## src/rtl/pipeline_ctrl_pkg.sv

```systemverilog
// Shared pipeline-control types and constants.
// Latency: n/a (declarations only).
// Backpressure: n/a.
package pipeline_ctrl_pkg;

    // Register-file address width shared with the register file and pipeline registers
    localparam int REG_ADDR_W_DFLT = 5;

    // Architectural zero register; writes to it are discarded, so it never creates a hazard
    localparam int REG_ZERO = 0;

    // Controller sequencing states
    typedef enum logic {
        RUN     = 1'b0,
        MC_BUSY = 1'b1
    } state_t;

endpackage

```

## src/rtl/load_use_detect.sv

```systemverilog
// Flags a load in EX whose destination is read by the instruction in ID.
// Latency: purely combinational, zero cycles.
// Backpressure: none; the result feeds the stall controller directly.
module load_use_detect
    import pipeline_ctrl_pkg::*;
#(
    parameter int REG_ADDR_W = REG_ADDR_W_DFLT
) (
    input  logic [REG_ADDR_W-1:0] id_rs,
    input  logic [REG_ADDR_W-1:0] id_rt,
    input  logic                  id_uses_rs,
    input  logic                  id_uses_rt,
    input  logic                  ex_mem_read,
    input  logic                  ex_reg_write,
    input  logic [REG_ADDR_W-1:0] ex_write_register,
    output logic                  load_use
);

    logic dst_live;
    logic rs_hit;
    logic rt_hit;

    // A load to the zero register produces nothing to wait for
    always_comb begin
        dst_live = ex_mem_read & ex_reg_write &
                   (ex_write_register != REG_ADDR_W'(REG_ZERO));
        rs_hit   = id_uses_rs & (id_rs == ex_write_register);
        rt_hit   = id_uses_rt & (id_rt == ex_write_register);
        load_use = dst_live & (rs_hit | rt_hit);
    end

endmodule

```

## src/rtl/pipeline_stall_controller.sv

```systemverilog
// Hazard/sequencing control for PC, IF/ID, ID/EX, EX/MEM plus a saturating stall counter.
// Latency: controls are combinational from state and inputs; state updates on posedge Clock.
// Backpressure: stalls the front end (PCWrite/IFIDWrite low) on load-use and while a multicycle op occupies EX.
module pipeline_stall_controller
    import pipeline_ctrl_pkg::*;
#(
    parameter int REG_ADDR_W = REG_ADDR_W_DFLT,
    parameter int MC_LATENCY = 4,
    parameter int CNT_W      = 16
) (
    input  logic                  Clock,
    input  logic                  Reset,
    input  logic [REG_ADDR_W-1:0] IDRs,
    input  logic [REG_ADDR_W-1:0] IDRt,
    input  logic                  IDUsesRs,
    input  logic                  IDUsesRt,
    input  logic                  EXMemRead,
    input  logic                  EXRegWrite,
    input  logic [REG_ADDR_W-1:0] EXWriteRegister,
    input  logic                  EXBranchTaken,
    input  logic                  MCStart,
    output logic                  PCWrite,
    output logic                  IFIDWrite,
    output logic                  IFIDFlush,
    output logic                  IDEXFlush,
    output logic                  IDEXHold,
    output logic                  EXMEMBubble,
    output logic                  MCBusy,
    output logic                  MCDone,
    output logic [CNT_W-1:0]      StallCount
);

    // Counter holds up to MC_LATENCY-2 (at most 14 for the legal range)
    localparam int MC_CNT_W = (MC_LATENCY > 2) ? $clog2(MC_LATENCY) : 1;

    state_t              state, state_nxt;
    logic [MC_CNT_W-1:0] mc_cnt, mc_cnt_nxt;
    logic                load_use;

    load_use_detect #(
        .REG_ADDR_W (REG_ADDR_W)
    ) u_load_use_detect (
        .id_rs             (IDRs),
        .id_rt             (IDRt),
        .id_uses_rs        (IDUsesRs),
        .id_uses_rt        (IDUsesRt),
        .ex_mem_read       (EXMemRead),
        .ex_reg_write      (EXRegWrite),
        .ex_write_register (EXWriteRegister),
        .load_use          (load_use)
    );

    // Next-state and control outputs; reset forces the flush-everything, load-nothing pattern
    always_comb begin
        state_nxt   = state;
        mc_cnt_nxt  = mc_cnt;
        PCWrite     = 1'b1;
        IFIDWrite   = 1'b1;
        IFIDFlush   = 1'b0;
        IDEXFlush   = 1'b0;
        IDEXHold    = 1'b0;
        EXMEMBubble = 1'b0;
        MCBusy      = 1'b0;
        MCDone      = 1'b0;
        if (Reset) begin
            PCWrite   = 1'b0;
            IFIDWrite = 1'b0;
            IFIDFlush = 1'b1;
            IDEXFlush = 1'b1;
        end else begin
            case (state)
                RUN: begin
                    if (MCStart) begin
                        PCWrite     = 1'b0;
                        IFIDWrite   = 1'b0;
                        IDEXHold    = 1'b1;
                        EXMEMBubble = 1'b1;
                        MCBusy      = 1'b1;
                        state_nxt   = MC_BUSY;
                        mc_cnt_nxt  = MC_CNT_W'(MC_LATENCY - 2);
                    end else if (EXBranchTaken) begin
                        // ID instruction is squashed, so any load-use against it is moot
                        IFIDFlush = 1'b1;
                        IDEXFlush = 1'b1;
                    end else if (load_use) begin
                        PCWrite   = 1'b0;
                        IFIDWrite = 1'b0;
                        IDEXFlush = 1'b1;
                    end
                end
                MC_BUSY: begin
                    MCBusy = 1'b1;
                    if (mc_cnt != '0) begin
                        PCWrite     = 1'b0;
                        IFIDWrite   = 1'b0;
                        IDEXHold    = 1'b1;
                        EXMEMBubble = 1'b1;
                        mc_cnt_nxt  = mc_cnt - 1'b1;
                    end else begin
                        // Final cycle: EX/MEM captures the result and the front end resumes
                        MCDone    = 1'b1;
                        state_nxt = RUN;
                    end
                end
                default: state_nxt = RUN;
            endcase
        end
    end

    // State, multicycle countdown and saturating stall counter
    always_ff @(posedge Clock or posedge Reset) begin
        if (Reset) begin
            state      <= RUN;
            mc_cnt     <= '0;
            StallCount <= '0;
        end else begin
            state  <= state_nxt;
            mc_cnt <= mc_cnt_nxt;
            if (!PCWrite && (StallCount != '1)) begin
                StallCount <= StallCount + 1'b1;
            end
        end
    end

endmodule

```

## config.mk

```make
export PLATFORM = sky130hd
export DESIGN_NAME = pipeline_stall_controller
export DESIGN_NICKNAME = d
export VERILOG_FILES = /design/src/rtl/pipeline_ctrl_pkg.sv /design/src/rtl/load_use_detect.sv /design/src/rtl/pipeline_stall_controller.sv
export SDC_FILE = /design/constraint.sdc
export NUM_CORES = 1
export LEC_CHECK = 0
export ABC_AREA = 1
export CORE_AREA = 5 5 89 50
export DETAILED_ROUTE_END_ITERATION = 6
export DIE_AREA = 0 0 94 55
export MAX_ROUTING_LAYER = met4
export PLACE_DENSITY = 0.71
export SYNTH_ARGS = -nofsm -noshare
export SYNTH_HDL_FRONTEND = slang
export SYNTH_SLANG_ARGS = --single-unit
```

## constraint.sdc

```tcl
create_clock -name Clock -period 1.7 [get_ports Clock]
set_clock_uncertainty 0.1 [all_clocks]
set_input_delay 0.34 -clock Clock [delete_from_list [all_inputs] [get_ports Clock]]
set_output_delay 0.34 -clock Clock [all_outputs]
set_load 0.005 [all_outputs]
```

==> reports/qor.csv, run 1 <==
metric,value,unit
Synth Area in XOR/XNOR,8.220,%
share of synthesized area spent on multiplexers,0,%
pin count of the biggest net entering global routing,20,
PD cells,899.9,nW/um^2
Final #Nets,317,
average cell area after synthesis,6.691,sq um
number of hold violations in the final report,0,
full die area,5170,sq um
sum of negative setup slack,-1.225,ns
data arrival time of the critical path,1.37,ns
CP endpoint kind,primary output,
time the worst path needs with I/O delays and setup,1.810,ns
final worst setup slack,-0.1101,ns
netlist area before placement,1385,sq um
outcome,"complete, but fails checks",
source-to-sink clock delay at the later pin of the worst-skew pair,0.26,ns
chip height,55,um
placeable core region,3643,sq um
post-synthesis adder-cell area fraction,1.807,%
fraction of layout cells with a size suffix above 1,36.77,%
P_leak,1.246,nW
worst path required time,1.26,ns
RSZ-0062 raised after global routing,yes,
critical path peak fanout,2,
R2R cell count,9,
final routed wirelength across all metal layers,4570,um
die extent in x,94,um
total number of clock tree sinks,19,
number of buffer and inverter stages on the critical path,3,
R2R setup slack,-0.09,ns
"most used cell, CP",nand2_4,
vias after detailed routing,1599,
count of warnings emitted by yosys,0,
start-to-end type of the worst setup path,reg2out,
highest attainable clock frequency,0.5525,GHz
number of DRC violations after detailed-routing iteration 0,97,
crit-path leading delay family,flip-flops,
Post-CTS Hold Fix Bufs,0,
period utilization,106.5,%
H-tree depth,1,
violated checks,setup timing,
post-CTS clock slew at the launch and capture registers of the worst setup and hold paths,0.07,ns
main combinational cell family by area after synthesis,simple AND/OR/NAND/NOR gates,
endpoint of the lowest-slack register-to-register path,StallCount[6]$_DFFE_PP0P_,
cell with the biggest individual delay on the critical path,dfrtp_1,
ordered list of cells on the worst path,inv_2 -> ha_4 -> nand2_4 -> a21boi_2 -> nand2_2 -> nand2_4 -> inv_4 -> buf_6,
number of DRC violations after detailed routing,0,
number of nets produced by synthesis,232,
first-pass GRT wire length,6989,um
synthesis-stage register bit count,19,
maximum clock path buffer count,2,
effective utilization at floorplan,38.02,%
DR vias/cell,4.635,
final setup fails,19,
"most common cell after layout, fill and taps aside",nand2_1,
overall overflow remaining after global route,0,
worst-case setup slack after placement,-0.8527,ns
detail-routed net length per standard cell,13.25,um
post-route insts no fill,345,
I/O Pins,47,
antenna diode count,0,
Synth Area in Compound Gates,1.987,%
port buffer count,46,
routability congestion estimate from global placement,0.8503,
TritonCTS clock tree,yes,
Cell Rows,16,
crit start category,flop,
transition time at the pin with the least slew margin,0.2757,ns
startpoint of the most critical register-to-register path,StallCount[1]$_DFFE_PP0P_,
first-pass detailed-route iteration total,4,
DP Wirelength,3346,um
CTS root buf,clkbuf_8,
number of distinct library cells after synthesis,24,
Finished Cell Area,2342,sq um
number of maximum-capacitance violations,0,
clock buffers created by TritonCTS,3,
synthesized instance count,207,
worst hold slack across all endpoints,0.2683,ns
initial antenna violation count,0,
Min-Delay Path Class,in2async,
Worst slew margin,81.45,%
critical path's largest stage delay,0.38,ns
"commonest cells after routing, fill and taps aside","72 x nand2_1, 31 x buf_4, 25 x nand3_1, 17 x inv_1",
final slew viol count,0,
VDD IR-drop max,0.3202,mV
Area growth syn-to-layout,69.11,%
sequential fraction of the synthesis area,34.33,%
GR Util All Layers,18.67,%
placed standard-cell area,2145,sq um
number of global-route vias before repair,1456,
launch point of the worst path,mc_cnt[1]$_DFFE_PP0P_,
cell count after placement,333,
Antenna Violating Nets Remaining,0,
Post-Synth Simple-Gate Area,43.99,%
[cell type report]
type | count | area [sq um]
repair buffers | 84 | 704.4
clock inverters | 1 | 5.005
multi-input cells | 158 | 933.4
flip-flops and latches | 19 | 481.7
inverters | 26 | 108.9
fillers | 312 | 1301
clock buffers | 3 | 41.29
well taps | 54 | 67.56
[stage by stage]
stage               util (%)  power, mW
finish                 64.29      2.108
global route           64.29      2.287
floorplan                  -      1.113
CTS                    61.23      2.029
detailed placement     58.86      1.645
global placement       58.86      1.607
[worst reg2reg max path, delay by kind of cell (launching register included)]
family        cells  cell delay [ns]
flops             1             0.42
simple gates      8             1.03
fa+ha+maj         1             0.18
[power breakdown]
part | internal [mW] | switching, mW | total (mW)
clock network | 0.163 | 0.158 | 0.321
registers | 0.555 | 0.108 | 0.663
logic | 0.616 | 0.508 | 1.12
total | 1.33 | 0.773 | 2.11
[cell usage after synthesis]
library cell	count	share of area (%)
buf_2	2	0.72
a31o_2	1	0.63
ha_1	2	1.8
nand2_1	80	22
inv_1	24	6.5
nand3_1	25	9.0
xnor2_1	4	2.5
nor2_1	20	5.4
nand2_2	2	0.90
a31oi_1	1	0.45
nand2_4	2	1.6
nor3b_4	1	1.4
nor3_1	3	1.1
nand3_2	1	0.72
a21boi_0	1	0.54
dfrtp_1	19	34
buf_4	2	1.1
inv_2	2	0.54
buf_6	1	0.81
nor4_1	1	0.45
nand4_1	2	0.90
o21ai_0	1	0.36
nor2_4	1	0.81
xor2_1	9	5.7
[what timing repair did]
item | 4_1_cts | 5_1_grt
endpoints found under the setup margin | 27 | 32
gates resized for setup | 114 | 39
cloned | 1 | 0
pin swaps | 32 | 24
buffers inserted | 4 | 3
[kinds of logic (layout without fill, tap and decap cells)]
| kind of cell | count (synthesis) | after routing |
|---|---|---|
| compound gates | 4 | 4 |
| buf+inv | 31 | 114 |
| fa+ha+maj | 2 | 2 |
| simple gates | 138 | 139 |
| xor+xnor | 13 | 13 |
| flops | 19 | 19 |
[sequential cells by signal, indices dropped and copies added (netlist names)]
signal and count:
StallCount 16, mc_cnt 2, state 1
[worst max-delay path by stage]
stage	endpoint	slack [ns]	depth (start not counted)
4_1_cts	IFIDWrite	-0.11	8
3_5_place_dp	PCWrite	-0.85	13
6_report	PCWrite	-0.11	8
5_1_grt	StallCount[4]$_DFFE_PP0P_	-0.21	9
2_1_floorplan	StallCount[6]$_DFFE_PP0P_	-0.01	9
3_3_place_gp	PCWrite	-0.83	13
[metal layers]
| metal | vias to the layer above | track usage [%] | share of wire, % |
|---|---|---|---|
| met3 | 6 | 3.649 | 6.3 |
| li1 | 810 | - | - |
| met2 | 42 | 27.97 | 44 |
| met5 | - | - | 0 |
| met4 | 0 | 4.556 | 1.0 |
| met1 | 741 | 26.13 | 49 |
(Power assumes the default switching activity.)
==> inputs of run 2 (changes only) <==
--- a/config.mk
+++ b/config.mk
@@ -6,11 +6,12 @@
 export NUM_CORES = 1
 export LEC_CHECK = 0
 export ABC_AREA = 1
-export CORE_AREA = 5 5 89 50
+export CORE_AREA = 5 5 81 46
+export CTS_BUF_LIST = sky130_fd_sc_hd__clkbuf_2
 export DETAILED_ROUTE_END_ITERATION = 6
-export DIE_AREA = 0 0 94 55
+export DIE_AREA = 0 0 86 51
 export MAX_ROUTING_LAYER = met4
-export PLACE_DENSITY = 0.71
+export PLACE_DENSITY = 0.82
 export SYNTH_ARGS = -nofsm -noshare
 export SYNTH_HDL_FRONTEND = slang
 export SYNTH_SLANG_ARGS = --single-unit
==> constraint.sdc (replaced) <==
create_clock -name Clock -period 2.3 [get_ports Clock]
set_clock_uncertainty 0.1 [all_clocks]
set_input_delay 0.46 -clock Clock [delete_from_list [all_inputs] [get_ports Clock]]
set_output_delay 0.46 -clock Clock [all_outputs]
set_load 0.005 [all_outputs]
==> reports/qor.csv, run 2 (synthesis gave the netlist of run 1 again) <==
metric,value,unit
outcome,completed,
transition time at the pin with the least slew margin,0.4192,ns
sequential fraction of design power,42.0,%
number of maximum-capacitance violations,0,
final setup fails,0,
P_leak,1.083,nW
vias after detailed routing,1448,
cell with the biggest individual delay on the critical path,clkdlybuf4s50_1,
cell count after placement,295,
crit start category,primary input,
number of global-route vias before repair,1332,
"most common cell after layout, fill and taps aside",nand2_1,
Final #Nets,291,
Net Sw Power,0.4507,mW
power share of the clock group,12.6,%
Min-Delay Path Class,in2async,
critical path's largest stage delay,0.51,ns
CP endpoint kind,primary output,
chip height,51,um
antenna diode count,0,
post-CTS clock slew at the launch and capture registers of the worst setup and hold paths,0.18,ns
utilization after layout,67.62,%
worst-case setup slack after placement,-0.4570,ns
Tot Pwr,1.184,mW
initial antenna violation count,0,
H-tree depth,1,
number of DRC violations after detailed routing,0,
worst path required time,1.74,ns
post-route insts no fill,305,
TritonCTS clock tree,yes,
VDD IR-drop max,0.3861,mV
crit path to,IFIDWrite,
I/O Pins,47,
clock buffers created by TritonCTS,3,
ordered list of cells on the worst path,clkdlybuf4s50_1 -> nor2_4 -> buf_4 -> a21boi_0 -> nand2_1 -> nand2_2 -> inv_2 -> clkbuf_2,
die extent in x,86,um
endpoint of the lowest-slack register-to-register path,StallCount[15]$_DFFE_PP0P_,
pin count of the biggest net entering global routing,19,
full die area,4386,sq um
maximum clock path buffer count,2,
PD cells,605.6,nW/um^2
Top Registers,"StallCount (16), mc_cnt (2), state (1)",
DR vias/cell,4.748,
Area growth syn-to-layout,41.10,%
period utilization,97.34,%
number of hold violations in the final report,0,
first-pass detailed-route iteration total,5,
footprint of the multi-input gates,785.8,sq um
number of fill cells,249,
critical path peak fanout,4,
final slew viol count,0,
routability congestion estimate from global placement,0.8287,
data arrival time of the critical path,1.68,ns
R2R setup slack,0.29,ns
highest attainable clock frequency,0.4466,GHz
Antenna Violating Nets Remaining,0,
fraction of power spent switching nets,38.07,%
Register Area,475.5,sq um
effective utilization at floorplan,47.92,%
source-to-sink clock delay at the later pin of the worst-skew pair,0.32,ns
worst hold slack across all endpoints,0.4239,ns
final routed wirelength across all metal layers,3779,um
Worst slew margin,71.84,%
fraction of layout cells with a size suffix above 1,12.83,%
register ranked first by flip-flop count,StallCount,
cell-internal power,0.7330,mW
final worst setup slack,0.06107,ns
"commonest cells after routing, fill and taps aside","80 x nand2_1, 25 x nand3_1, 23 x clkdlybuf4s50_1, 22 x inv_1, 19 x dfrtp_1",
time the worst path needs with I/O delays and setup,2.239,ns
"flip-flop count of the largest register, all copies and words added",16,
GR Util All Layers,18.67,%
start-to-end type of the worst setup path,in2out,
placeable core region,2890,sq um
detail-routed net length per standard cell,12.39,um
number of DRC violations after detailed-routing iteration 0,73,
total number of clock tree sinks,19,
Cell Rows,14,
startpoint of the most critical register-to-register path,StallCount[0]$_DFFE_PP0P_,
overall overflow remaining after global route,0,
R2R cell count,9,
port buffer count,46,
DP Wirelength,2937,um
CTS root buf,clkbuf_2,
portion of total power attributed to combinational logic,45.4,%
launch point of the worst path,MCStart,
first-pass GRT wire length,6361,um
==> run 2: per-layer routing <==
metal,up-vias,global-route usage (%),part of all wire (%)
met1,655,27.34,53
met2,32,27.11,43
met5,-,-,0
li1,761,-,-
met4,0,1.579,0
met3,0,4.334,4.1
==> run 2: power by group through the flow <==
stage	Clock, mW	Sequential, mW	Combinational (mW)
2_1_floorplan	0	0.487	0.290
3_3_place_gp	0	0.496	0.521
3_5_place_dp	0	0.502	0.536
4_1_cts	0.154	0.495	0.536
5_1_grt	0.171	0.514	0.604
6_report	0.149	0.497	0.538
==> run 2: worst min path at each step <==
| stage | cells after the start | slack (ns) | endpoint | from |
|---|---|---|---|---|
| after floorplan | 1 | 0.34 | StallCount[0]$_DFFE_PP0P_ | Reset |
| after global placement | 2 | 0.38 | StallCount[15]$_DFFE_PP0P_ | StallCount[15]$_DFFE_PP0P_ |
| after detailed placement | 2 | 0.41 | StallCount[12]$_DFFE_PP0P_ | StallCount[12]$_DFFE_PP0P_ |
| after CTS | 3 | 0.42 | StallCount[15]$_DFFE_PP0P_ | Reset |
| after global routing | 3 | 0.42 | StallCount[13]$_DFFE_PP0P_ | Reset |
| final | 3 | 0.42 | StallCount[15]$_DFFE_PP0P_ | Reset |
==> run 2: area by class of cell <==
cell class	count	area share (%)
Inverter	26	4.994
Timing Repair Buffer	59	26.89
Multi-Input combinational cell	157	40.20
Clock inverter	1	0.2561
Sequential cell	19	24.33
Tap cell	40	2.561
Clock buffer	3	0.7682
==> run 2: worst max-delay path: cells and delay by family <==
| family | cells | cell delay, ns |
|---|---|---|
| AO/OA/AOI/OAI | 1 | 0.19 |
| buffers and inverters | 4 | 0.80 |
| AND/OR/NAND/NOR | 3 | 0.23 |
==> run 2: stage by stage <==
step	setup TNS [ns]	area, sq um
2_1_floorplan	0	1385
3_3_place_gp	-3.521	1912
3_5_place_dp	-3.856	1912
4_1_cts	0	1944
5_1_grt	-0.02656	1954
6_report	0	1954
==> run 2: what timing repair did <==
| item | CTS | global route |
|---|---|---|
| pin swaps | 11 | 4 |
| endpoints found under the setup margin | 7 | 5 |
| hold buffers | 0 | 0 |
| cloned | 0 | 0 |
| gates resized for setup | 28 | 6 |
| buffers inserted | 4 | 2 |
